<file path="src/rtl/tape_pkg.sv">
// Shared tape-loading constants and player state type for the tape path
// (serial_in, FIFO wrapper, player controller).
package tape_pkg;

  localparam int CLOCK         = 56842105;
  localparam int SAMPLE_RATE   = 44100;
  localparam int SAMPLE_DIV    = CLOCK / SAMPLE_RATE;
  localparam int PREFILL_LEVEL = 512;

  typedef enum logic [1:0] {
    ST_IDLE,
    ST_PREFILL,
    ST_PLAY,
    ST_UNDERRUN
  } tape_state_t;

endpackage

</file>
<file path="src/rtl/tape_tick_gen.sv">
// Free-running 0..DIV-1 sample counter; o_tick is combinational on the last count.
// No backpressure: the counter only advances while enabled, a sync clear returns it to 0.
module tape_tick_gen #(
  parameter int DIV = 4
) (
  input  logic i_clock,
  input  logic i_reset_n,
  input  logic i_enable,
  input  logic i_clear,
  output logic o_tick
);

  localparam int            CW   = (DIV > 1) ? $clog2(DIV) : 1;
  localparam logic [CW-1:0] LAST = CW'(DIV - 1);

  logic [CW-1:0] count;

  always_ff @(posedge i_clock) begin
    if (!i_reset_n || i_clear) begin
      count <= '0;
    end else if (i_enable) begin
      count <= (count == LAST) ? '0 : count + 1'b1;
    end
  end

  assign o_tick = i_enable && (count == LAST);

endmodule

</file>
<file path="src/rtl/tape_player_ctrl.sv">
// Tape EAR source: live level in normal mode, FIFO playback at SAMPLE_DIV pacing in turbo mode.
// Level changes 1 cycle after a read; an empty FIFO at a tick stalls playback until it refills.
module tape_player_ctrl
  import tape_pkg::*;
#(
  parameter int CLOCK         = tape_pkg::CLOCK,
  parameter int SAMPLE_RATE   = tape_pkg::SAMPLE_RATE,
  parameter int PREFILL_LEVEL = tape_pkg::PREFILL_LEVEL,
  parameter int SAMPLE_DIV    = CLOCK / SAMPLE_RATE
) (
  input  logic        i_clock,
  input  logic        i_reset_n,
  input  logic        i_load_turbo,
  input  logic        i_tape_direct,
  input  logic [7:0]  i_fifo_q,
  input  logic [10:0] i_fifo_usedw,
  input  logic        i_fifo_empty,
  output logic        o_fifo_read_req,
  output logic        o_fifo_clear,
  output logic        o_tape_in,
  output logic        o_playing,
  output logic        o_underrun
);

  localparam logic [10:0] PREFILL_W = 11'(PREFILL_LEVEL);

  tape_state_t state;
  logic        level;
  logic        tick;
  logic        prefilled;
  logic        unused_q;

  assign prefilled = (i_fifo_usedw >= PREFILL_W);
  assign unused_q  = ^i_fifo_q[6:0];

  tape_tick_gen #(
    .DIV(SAMPLE_DIV)
  ) u_tick_gen (
    .i_clock  (i_clock),
    .i_reset_n(i_reset_n),
    .i_enable (state == ST_PLAY),
    .i_clear  ((state != ST_PLAY) || !i_load_turbo),
    .o_tick   (tick)
  );

  // The show-ahead head word is sampled and consumed in the tick cycle itself.
  assign o_fifo_read_req = i_reset_n && i_load_turbo && tick && !i_fifo_empty;
  assign o_tape_in       = (state == ST_IDLE) ? i_tape_direct : level;

  always_ff @(posedge i_clock) begin
    if (!i_reset_n) begin
      state        <= ST_IDLE;
      level        <= 1'b0;
      o_fifo_clear <= 1'b0;
      o_playing    <= 1'b0;
      o_underrun   <= 1'b0;
    end else begin
      o_fifo_clear <= 1'b0;
      if (state != ST_IDLE && !i_load_turbo) begin
        state        <= ST_IDLE;
        o_fifo_clear <= 1'b1;
        o_playing    <= 1'b0;
        o_underrun   <= 1'b0;
      end else begin
        case (state)
          ST_IDLE: begin
            if (i_load_turbo) state <= ST_PREFILL;
          end
          ST_PREFILL, ST_UNDERRUN: begin
            if (prefilled) begin
              state     <= ST_PLAY;
              o_playing <= 1'b1;
            end
          end
          ST_PLAY: begin
            if (tick) begin
              if (!i_fifo_empty) begin
                level <= i_fifo_q[7];
              end else begin
                state      <= ST_UNDERRUN;
                o_playing  <= 1'b0;
                o_underrun <= 1'b1;
              end
            end
          end
          default: state <= ST_IDLE;
        endcase
      end
    end
  end

endmodule

</file>
<file path="config.mk">
export PLATFORM = sky130hd
export DESIGN_NAME = tape_player_ctrl
export DESIGN_NICKNAME = d
export VERILOG_FILES = /design/src/rtl/tape_pkg.sv /design/src/rtl/tape_tick_gen.sv /design/src/rtl/tape_player_ctrl.sv
export SDC_FILE = /design/constraint.sdc
export NUM_CORES = 1
export LEC_CHECK = 0
export CAP_MARGIN = 20
export CORE_ASPECT_RATIO = 0.75
export CORE_MARGIN = 5
export CORE_UTILIZATION = 35
export CTS_CLUSTER_SIZE = 14
export DETAILED_ROUTE_END_ITERATION = 10
export HOLD_SLACK_MARGIN = 0.05
export PLACE_DENSITY_LB_ADDON = 0.05
export SLEW_MARGIN = 40
export SYNTH_ARGS = -nofsm -noshare
export SYNTH_HDL_FRONTEND = slang
export SYNTH_SLANG_ARGS = --single-unit
</file>
<file path="constraint.sdc">
create_clock -name i_clock -period 4.1 [get_ports i_clock]
set_clock_uncertainty 0.2 [all_clocks]
set_input_delay 0.41 -clock i_clock [delete_from_list [all_inputs] [get_ports i_clock]]
set_output_delay 0.41 -clock i_clock [all_outputs]
set_load 0.1 [all_outputs]
</file>
After elaboration in Yosys (flattened, before gate mapping)

Index checks and enable logic that the tools add are counted.

Bits in registers: 17
Input port bits: 24
Word-level logic and storage cells: 51

Add/sub/neg operators: 1
Magnitude comparators: 1
Equality and inequality tests: 9
Muxes and demuxes: 12
Bitwise gates (word level): 3
Reduce and logical (&&, ||, !) cells: 19

Operators with widths:

| kind                                                  | count |
|---|---|
| AND reduction 4 bit                                   | 3 |
| adder 11 x 1 -> 11 bit, second input constant         | 1 |
| equality test 11 bit, second input constant           | 1 |
| >= comparator 11 x 10 -> 1 bit, second input constant | 1 |
| 2-to-1 mux 11 bit                                     | 1 |
| != test 2 bit, second input constant                  | 5 |
| 2-to-1 mux 2 bit                                      | 4 |
| one-hot mux 2 bit (3 select lines)                    | 1 |
| logical AND 1 bit                                     | 5 |
| 2-to-1 mux 1 bit                                      | 5 |
| equality test 2 bit, second input constant            | 2 |
| nonzero test 2 bit                                    | 2 |
| OR reduction 2 bit                                    | 2 |
| zero test 1 bit                                       | 3 |
| NOT 1 bit                                             | 3 |
| AND reduction 3 bit                                   | 1 |
| equality test 2 x 1 -> 1 bit, second input constant   | 1 |
| zero test 2 bit                                       | 1 |
| logical OR 1 bit                                      | 2 |
| one-hot mux 1 bit (2 select lines)                    | 1 |

Depth between registers and ports, before layout

Gate-level depths: netlist of run 1.

Word-level depth: 4
Mapped depth: 5

Cells and area by module

A second synthesis of run 1 with hierarchy kept.

Cell total of the unflattened synthesis: 85
Area total of the unflattened synthesis: 805.8 µm²

Modules (own cells, without submodules):

| module           | times used | cells each | area an instance (µm²) | seq. area each (µm²) |
|---|---|---|---|---|
| tape_tick_gen    | 1          | 57         | 548.0                  | 220.2 |
| tape_player_ctrl | 1          | 28         | 257.7                  | 120.1 |

Worst setup path before layout of run 1

No wires, ideal clock.

Path kind: register to output
Start point: register u_tick_gen.count[0]
End point: output port o_fifo_read_req
Data arrival time: 1.799 ns
Slack: 1.691 ns
Cell stages (with the launch flop): 5
Cell sequence: dfxtp_1 ha_1 and4bb_1 and4_1 and2_1

Word-level cells in the longest chain between the ends: 4

RTL lines:

| element                         | line                   | source |
|---|---|---|
| start, declared                 | tape_tick_gen.sv:16    | `logic [CW-1:0] count;` |
| start signal, assigned          | tape_tick_gen.sv:22    | `count <= (count == LAST) ? '0 : count + 1'b1;` |
| equality test 11 bit            | tape_tick_gen.sv:26    | `assign o_tick = i_enable && (count == LAST);` |
| logical AND 1 bit               | tape_tick_gen.sv:26    |  |
| logical AND 1 bit (2 in series) | tape_player_ctrl.sv:47 | `assign o_fifo_read_req = i_reset_n && i_load_turbo && tick && !i_fifo_empty;` |
| end, declared                   | tape_player_ctrl.sv:18 | `output logic o_fifo_read_req,` |

Every way passes these cells.

Worst setup path in the final report of run 1

Start point: input port i_load_turbo
End point: output port o_fifo_read_req

Word-level cells in the longest chain between the ends: 3

RTL lines:

| element                         | line                   | source |
|---|---|---|
| start, declared                 | tape_player_ctrl.sv:13 | `input logic i_load_turbo,` |
| logical AND 1 bit (3 in series) | tape_player_ctrl.sv:47 |  |

Every way passes these cells.

==> results of run 1 <==
worst max-delay path: cells and delay by family:
kind                   cells  cell delay [ns]
buffers and inverters      2             0.90
and+or+nand+nor            3             0.69
layout make-up:
| class | count | area [sq um] | share of cell area [%] |
|---|---|---|---|
| Multi-Input combinational cell | 64 | 440 | 45.6 |
| Sequential cell | 17 | 340 | 35.2 |
| Timing Repair Buffer | 12 | 97.6 | 10.1 |
| Tap cell | 34 | 42.5 | 4.40 |
| Clock buffer | 4 | 26.3 | 2.72 |
| Inverter | 5 | 18.8 | 1.94 |
power breakdown:
part / leakage, nW / total, mW / internal (mW) / switching, mW
logic: 0.188 / 0.0320 / 0.0112 / 0.0207
clock network: 0.0150 / 0.0896 / 0.0379 / 0.0518
registers: 0.137 / 0.170 / 0.167 / 0.00256
sequential cells by signal, indices dropped and copies added (netlist names):
signal and flops:
state 2, o_playing 1, u_tick_gen.count 11, level 1, o_fifo_clear 1, o_underrun 1
worst max path at each step:
stage,startpoint,endpoint,cells after the start
finish,i_load_turbo,o_fifo_read_req,5
global route,i_load_turbo,o_fifo_read_req,5
CTS,i_load_turbo,o_fifo_read_req,5
detailed placement,i_load_turbo,o_fifo_read_req,5
global placement,i_tape_direct,o_tape_in,3
floorplan,u_tick_gen.count[0],o_fifo_read_req,4
synth_stat cells (2+ instances only):
cell and n:
and4_1 2, a21oi_1 9, o31ai_1 4, nand4_1 3, o21ai_0 6, nor2_1 3, nand3_1 4, or3_1 4
dfxtp_1 17, or4_1 4, nand2_1 5, inv_1 5
cells by family after synthesis:
kind of cell | Yosys count | synth area share, %
and+or+nand+nor | 36 | 31.0
AOI/OAI and AO/OA | 24 | 17.6
DFF | 17 | 41.5
buffers and inverters | 8 | 4.73
muxes | 2 | 2.60
xor gates and xnor gates | 1 | 1.07
adders and majority gates | 1 | 1.53
through the flow:
step	hold WS, ns	area, sq um
after floorplan	0.232	820
after global placement	0.247	960
after detailed placement	0.255	940
after CTS	0.272	966
after global routing	0.286	966
final	0.267	966
layer usage:
metal  GRT usage, %  share of wire (%)  vias to the layer above
met5              0                  0                        -
met4           3.10                1.3                        0
met3           4.97                6.3                        5
met2           14.8                 37                       14
met1           15.6                 56                      306
li1               -                  -                      365
==> impl_metrics.tcl, run 1 <==
set metrics [dict create \
    status "finished clean" \
    drv_slew 0 \
    drive_above_1_share_pct 10.8 \
    synth.avg_cell_area_sq_um 9.21 \
    antenna_left 0 \
    r2r-end "u_tick_gen.count[10]" \
    cts_sinks 17 \
    cts_root_buf "clkbuf_4" \
    async_flop_share_pct 0 \
    synth-seq-cells 17 \
    io_buffers 12 \
    clk_pin_slew_worst_paths_ns 0.10 \
    gp_congestion 0.709 \
    drtPass1Iterations 5 \
    overflow 0 \
    peakVddDrop_v 0.000126 \
    cts_tree "yes" \
    clock_latency_ns 0.29 \
    nNetsFinal 128 \
    period_minus_slack_ns 2.62 \
    hold_violations 0 \
    numCtsBuffers 3 \
    detail_route.iter0.violations 22 \
    viasPerCell 5.07 \
    drt_wl_total_mm 1.75 \
    report.power.total_mw 0.291 \
    fin_util_pct 42.5 \
    n_antenna_cell 0 \
    critPathKind "input pin to output pin" \
    syn_inst 89 \
    cpPeakStageDelay_ns 0.62 \
    cp.arrival_ns 2.01 \
    synth_edf_count 0 \
    crit_fanout 7 \
    pin_count 29 \
    worstPathCellList "clkdlybuf4s50_1 -> nor4bb_1 -> and4_1 -> and2_1 -> buf_4" \
    drv_cap 0 \
    r2r-start "u_tick_gen.count[0]" \
    power_density_nw_per_um2 301 \
    worst_slew_pin_slew_ns 0.492 \
    final_common_cell "dfxtp_1" \
    grt_max_degree 15 \
    synthDistinctLibCells 35 \
    hold_path_class "register to register" \
    layout_common_cells "dfxtp_1 (17), a21oi_1 (9), clkdlybuf4s50_1 (7)" \
    yosysTopAreaCellShare_pct 41.5 \
    fin_cells 136 \
    cts_resized 0 \
    rsz0062_at_grt "no" \
    die_height_microns 51.9 \
    endpoint_kind "output pin" \
    fin_crit_sh_pct 63.8 \
    dpl_worst_slack_ns 1.51 \
    grt_pass1_vias 604 \
    place_hpwl_mm 1.29 \
    maxSlewHeadroom_pct 67.4 \
    htreeDepth 1 \
    area_growth_syn_to_layout_pct 17.9 \
    setup_tns_ns 0 \
    rrSetupSlack_ns 2.31 \
    wl_per_cell_microns 12.9 \
    syn-num-nets 114 \
    ff2ff_path_depth 4 \
    crit_path_top_delay_cell "clkdlybuf4s50_1" \
    synth_area_leader_cell "dfxtp_1" \
    setup_ws_ns 1.48 \
    core_sq_um 2270 \
    drc 0 \
    ctsHoldBuffers 0 \
    dp.cells 132 \
    fmax_ghz 0.382 \
    die_width_microns 65.9 \
    yosysWarnings 0 \
    required_ns 3.49 \
    routed-via-count 690 \
    grt_antenna_before_repair 0 \
    total_leakage_power_nw 0.340 \
    start_kind "input pin" \
    post_cts.repair.setup_buffers 0 \
    num_rows 15 \
    ys.flop_type "dfxtp_1" \
    die_area_sq_um 3420 \
    worstHoldPathCells 2 \
    worstHoldStart "level" \
    grt_pass1_wl_mm 2.83 \
    synth_area_sq_um 820 \
    ys_top_cells_by_area "dfxtp_1 (42%), a21oi_1 (5.5%), o21ai_0 (3.7%)" \
    initial_utilization_pct 36.1 \
    whs_endpoint "level" \
    setup_viol 0 \
    fillers 229 \
    cts_buffer_depth 2 \
    yosysSeqAreaShare_pct 41.5 \
    track_usage_pct 11.0 \
]
(Power assumes the default switching activity.)
==> run 2: changes to the inputs <==
==> constraint.sdc (replaced) <==
create_clock -name i_clock -period 2.45 [get_ports i_clock]
set_clock_uncertainty 0.2 [all_clocks]
set_input_delay 0.245 -clock i_clock [delete_from_list [all_inputs] [get_ports i_clock]]
set_output_delay 0.245 -clock i_clock [all_outputs]
set_load 0.1 [all_outputs]
==> run 2 against run 1 <==
Global-route usage is 0.79 points higher; cell count is 1.5% higher; routed wire length is 1.3% higher; sequential share of layout area is 1.3 points lower; non-clock buffer count is 2 higher; worst hold slack worse by 0.0020 ns.
==> impl_metrics.tcl, run 2 (synthesized netlist as in run 1, its figures left out) <==
set metrics [dict create \
    status "finished clean" \
    io_buffers 12 \
    fin_util_pct 44.2 \
    use_met2_pct 15.8 \
    setup_viol 0 \
    cts_buffer_depth 2 \
    rsz0062_at_grt "no" \
    start_kind "register" \
    grt_antenna_before_repair 0 \
    place_area_sq_um 977 \
    dp.cells 134 \
    post_cts.repair.setup_buffers 0 \
    drtPass1Iterations 4 \
    grt.busiest_layer "met1" \
    worst_slew_pin_slew_ns 0.396 \
    drc 0 \
    clock_latency_ns 0.28 \
    fmax_ghz 0.439 \
    largest_reg_flops 11 \
    reg_top3 "u_tick_gen.count: 11 flops, state: 2 flops" \
    numCtsBuffers 3 \
    antenna_left 0 \
    overflow 0 \
    gp_congestion 0.747 \
    power_density_nw_per_um2 487 \
    area_growth_syn_to_layout_pct 22.4 \
    n_antenna_cell 0 \
    hold_violations 0 \
    core_sq_um 2270 \
    wl_per_cell_microns 12.8 \
    endpoint_kind "output pin" \
    routed-via-count 715 \
    initial_utilization_pct 36.1 \
    setup_tns_ns 0 \
    crit_fanout 5 \
    final_common_cell "dfxtp_1" \
    cts_resized 0 \
    required_ns 2.01 \
    nNetsFinal 130 \
    drv_cap 0 \
    period_minus_slack_ns 2.28 \
    drive_above_1_share_pct 12.5 \
    report.power.total_mw 0.489 \
    grt_max_degree 15 \
    viasPerCell 5.18 \
    drv_slew 0 \
    critPathKind "register to output pin" \
    cts_root_buf "clkbuf_4" \
    cp.arrival_ns 1.83 \
    die_area_sq_um 3420 \
    fillers 229 \
    peakVddDrop_v 0.000280 \
    fin_area_sq_um 1000 \
    die_width_microns 65.9 \
    htreeDepth 1 \
    clk_pin_slew_worst_paths_ns 0.10 \
    pin_count 29 \
    ctsHoldBuffers 0 \
    regMostFlops "u_tick_gen.count" \
    met3_usage_pct 4.75 \
    track_usage_pct 11.8 \
    hold_path_class "register to register" \
    met1_usage_pct 17.2 \
    num_rows 15 \
    fin_cells 138 \
    grt_pass1_wl_mm 3.02 \
    layout_common_cells "dfxtp_1 (17), a21oi_1 (9), clkdlybuf4s50_1 (7)" \
    grt_pass1_vias 635 \
    maxSlewHeadroom_pct 73.5 \
    cts_tree "yes" \
    fin_crit_sh_pct 92.9 \
    total_leakage_power_nw 0.353 \
    cts_sinks 17 \
    detail_route.iter0.violations 27 \
    drt_wl_total_mm 1.77 \
    die_height_microns 51.9 \
    place_hpwl_mm 1.32 \
]
## run 2: cell types whose count changed in the layout (fill, tap and decap cells not counted)
cell,before,now
buf_2,4,0
buf_12,0,1
buf_4,1,6
## run 2: layout make-up
| cell class | instances | area (sq um) | share of cell area (%) |
|---|---|---|---|
| Sequential cell | 17 | 340 | 33.9 |
| Timing Repair Buffer | 14 | 135 | 13.5 |
| Inverter | 5 | 18.8 | 1.87 |
| Tap cell | 34 | 42.5 | 4.24 |
| Clock buffer | 4 | 26.3 | 2.62 |
| Multi-Input combinational cell | 64 | 440 | 43.9 |
## run 2: final timing paths
check	from	to	slack [ns]	depth (start not counted)
worst max register to register	u_tick_gen.count[0]	u_tick_gen.count[10]	0.66	4
worst min register to register	level	level	0.26	2
worst min-delay path	level	level	0.26	2
worst max-delay path	u_tick_gen.count[0]	o_fifo_read_req	0.17	5
## run 2: metrics by stage
| stage | setup WS (ns) | hold WS (ns) |
|---|---|---|
| after floorplan | 0.206 | 0.121 |
| after global placement | 0.370 | 0.249 |
| after detailed placement | 0.368 | 0.263 |
| after CTS | 0.140 | 0.272 |
| after global routing | 0.0792 | 0.306 |
| final | 0.174 | 0.265 |
## run 2: layer usage
layer	share of wire, %	routed length, microns
met1	55	971
met5	0	0
met2	39	687
met4	0.96	17
met3	5.4	95
## run 2: where the power goes
group	switching [mW]	internal, mW
Combinational	0.0349	0.0227
Clock	0.0846	0.0632
Sequential	0.00411	0.279
## run 2: critical path, stage by stage, from the launching register on
cell and delay [ns]:
dfxtp_1 0.41, ha_1 0.25, and4bb_1 0.28, and4_1 0.24, and2_1 0.18, buf_12 0.18
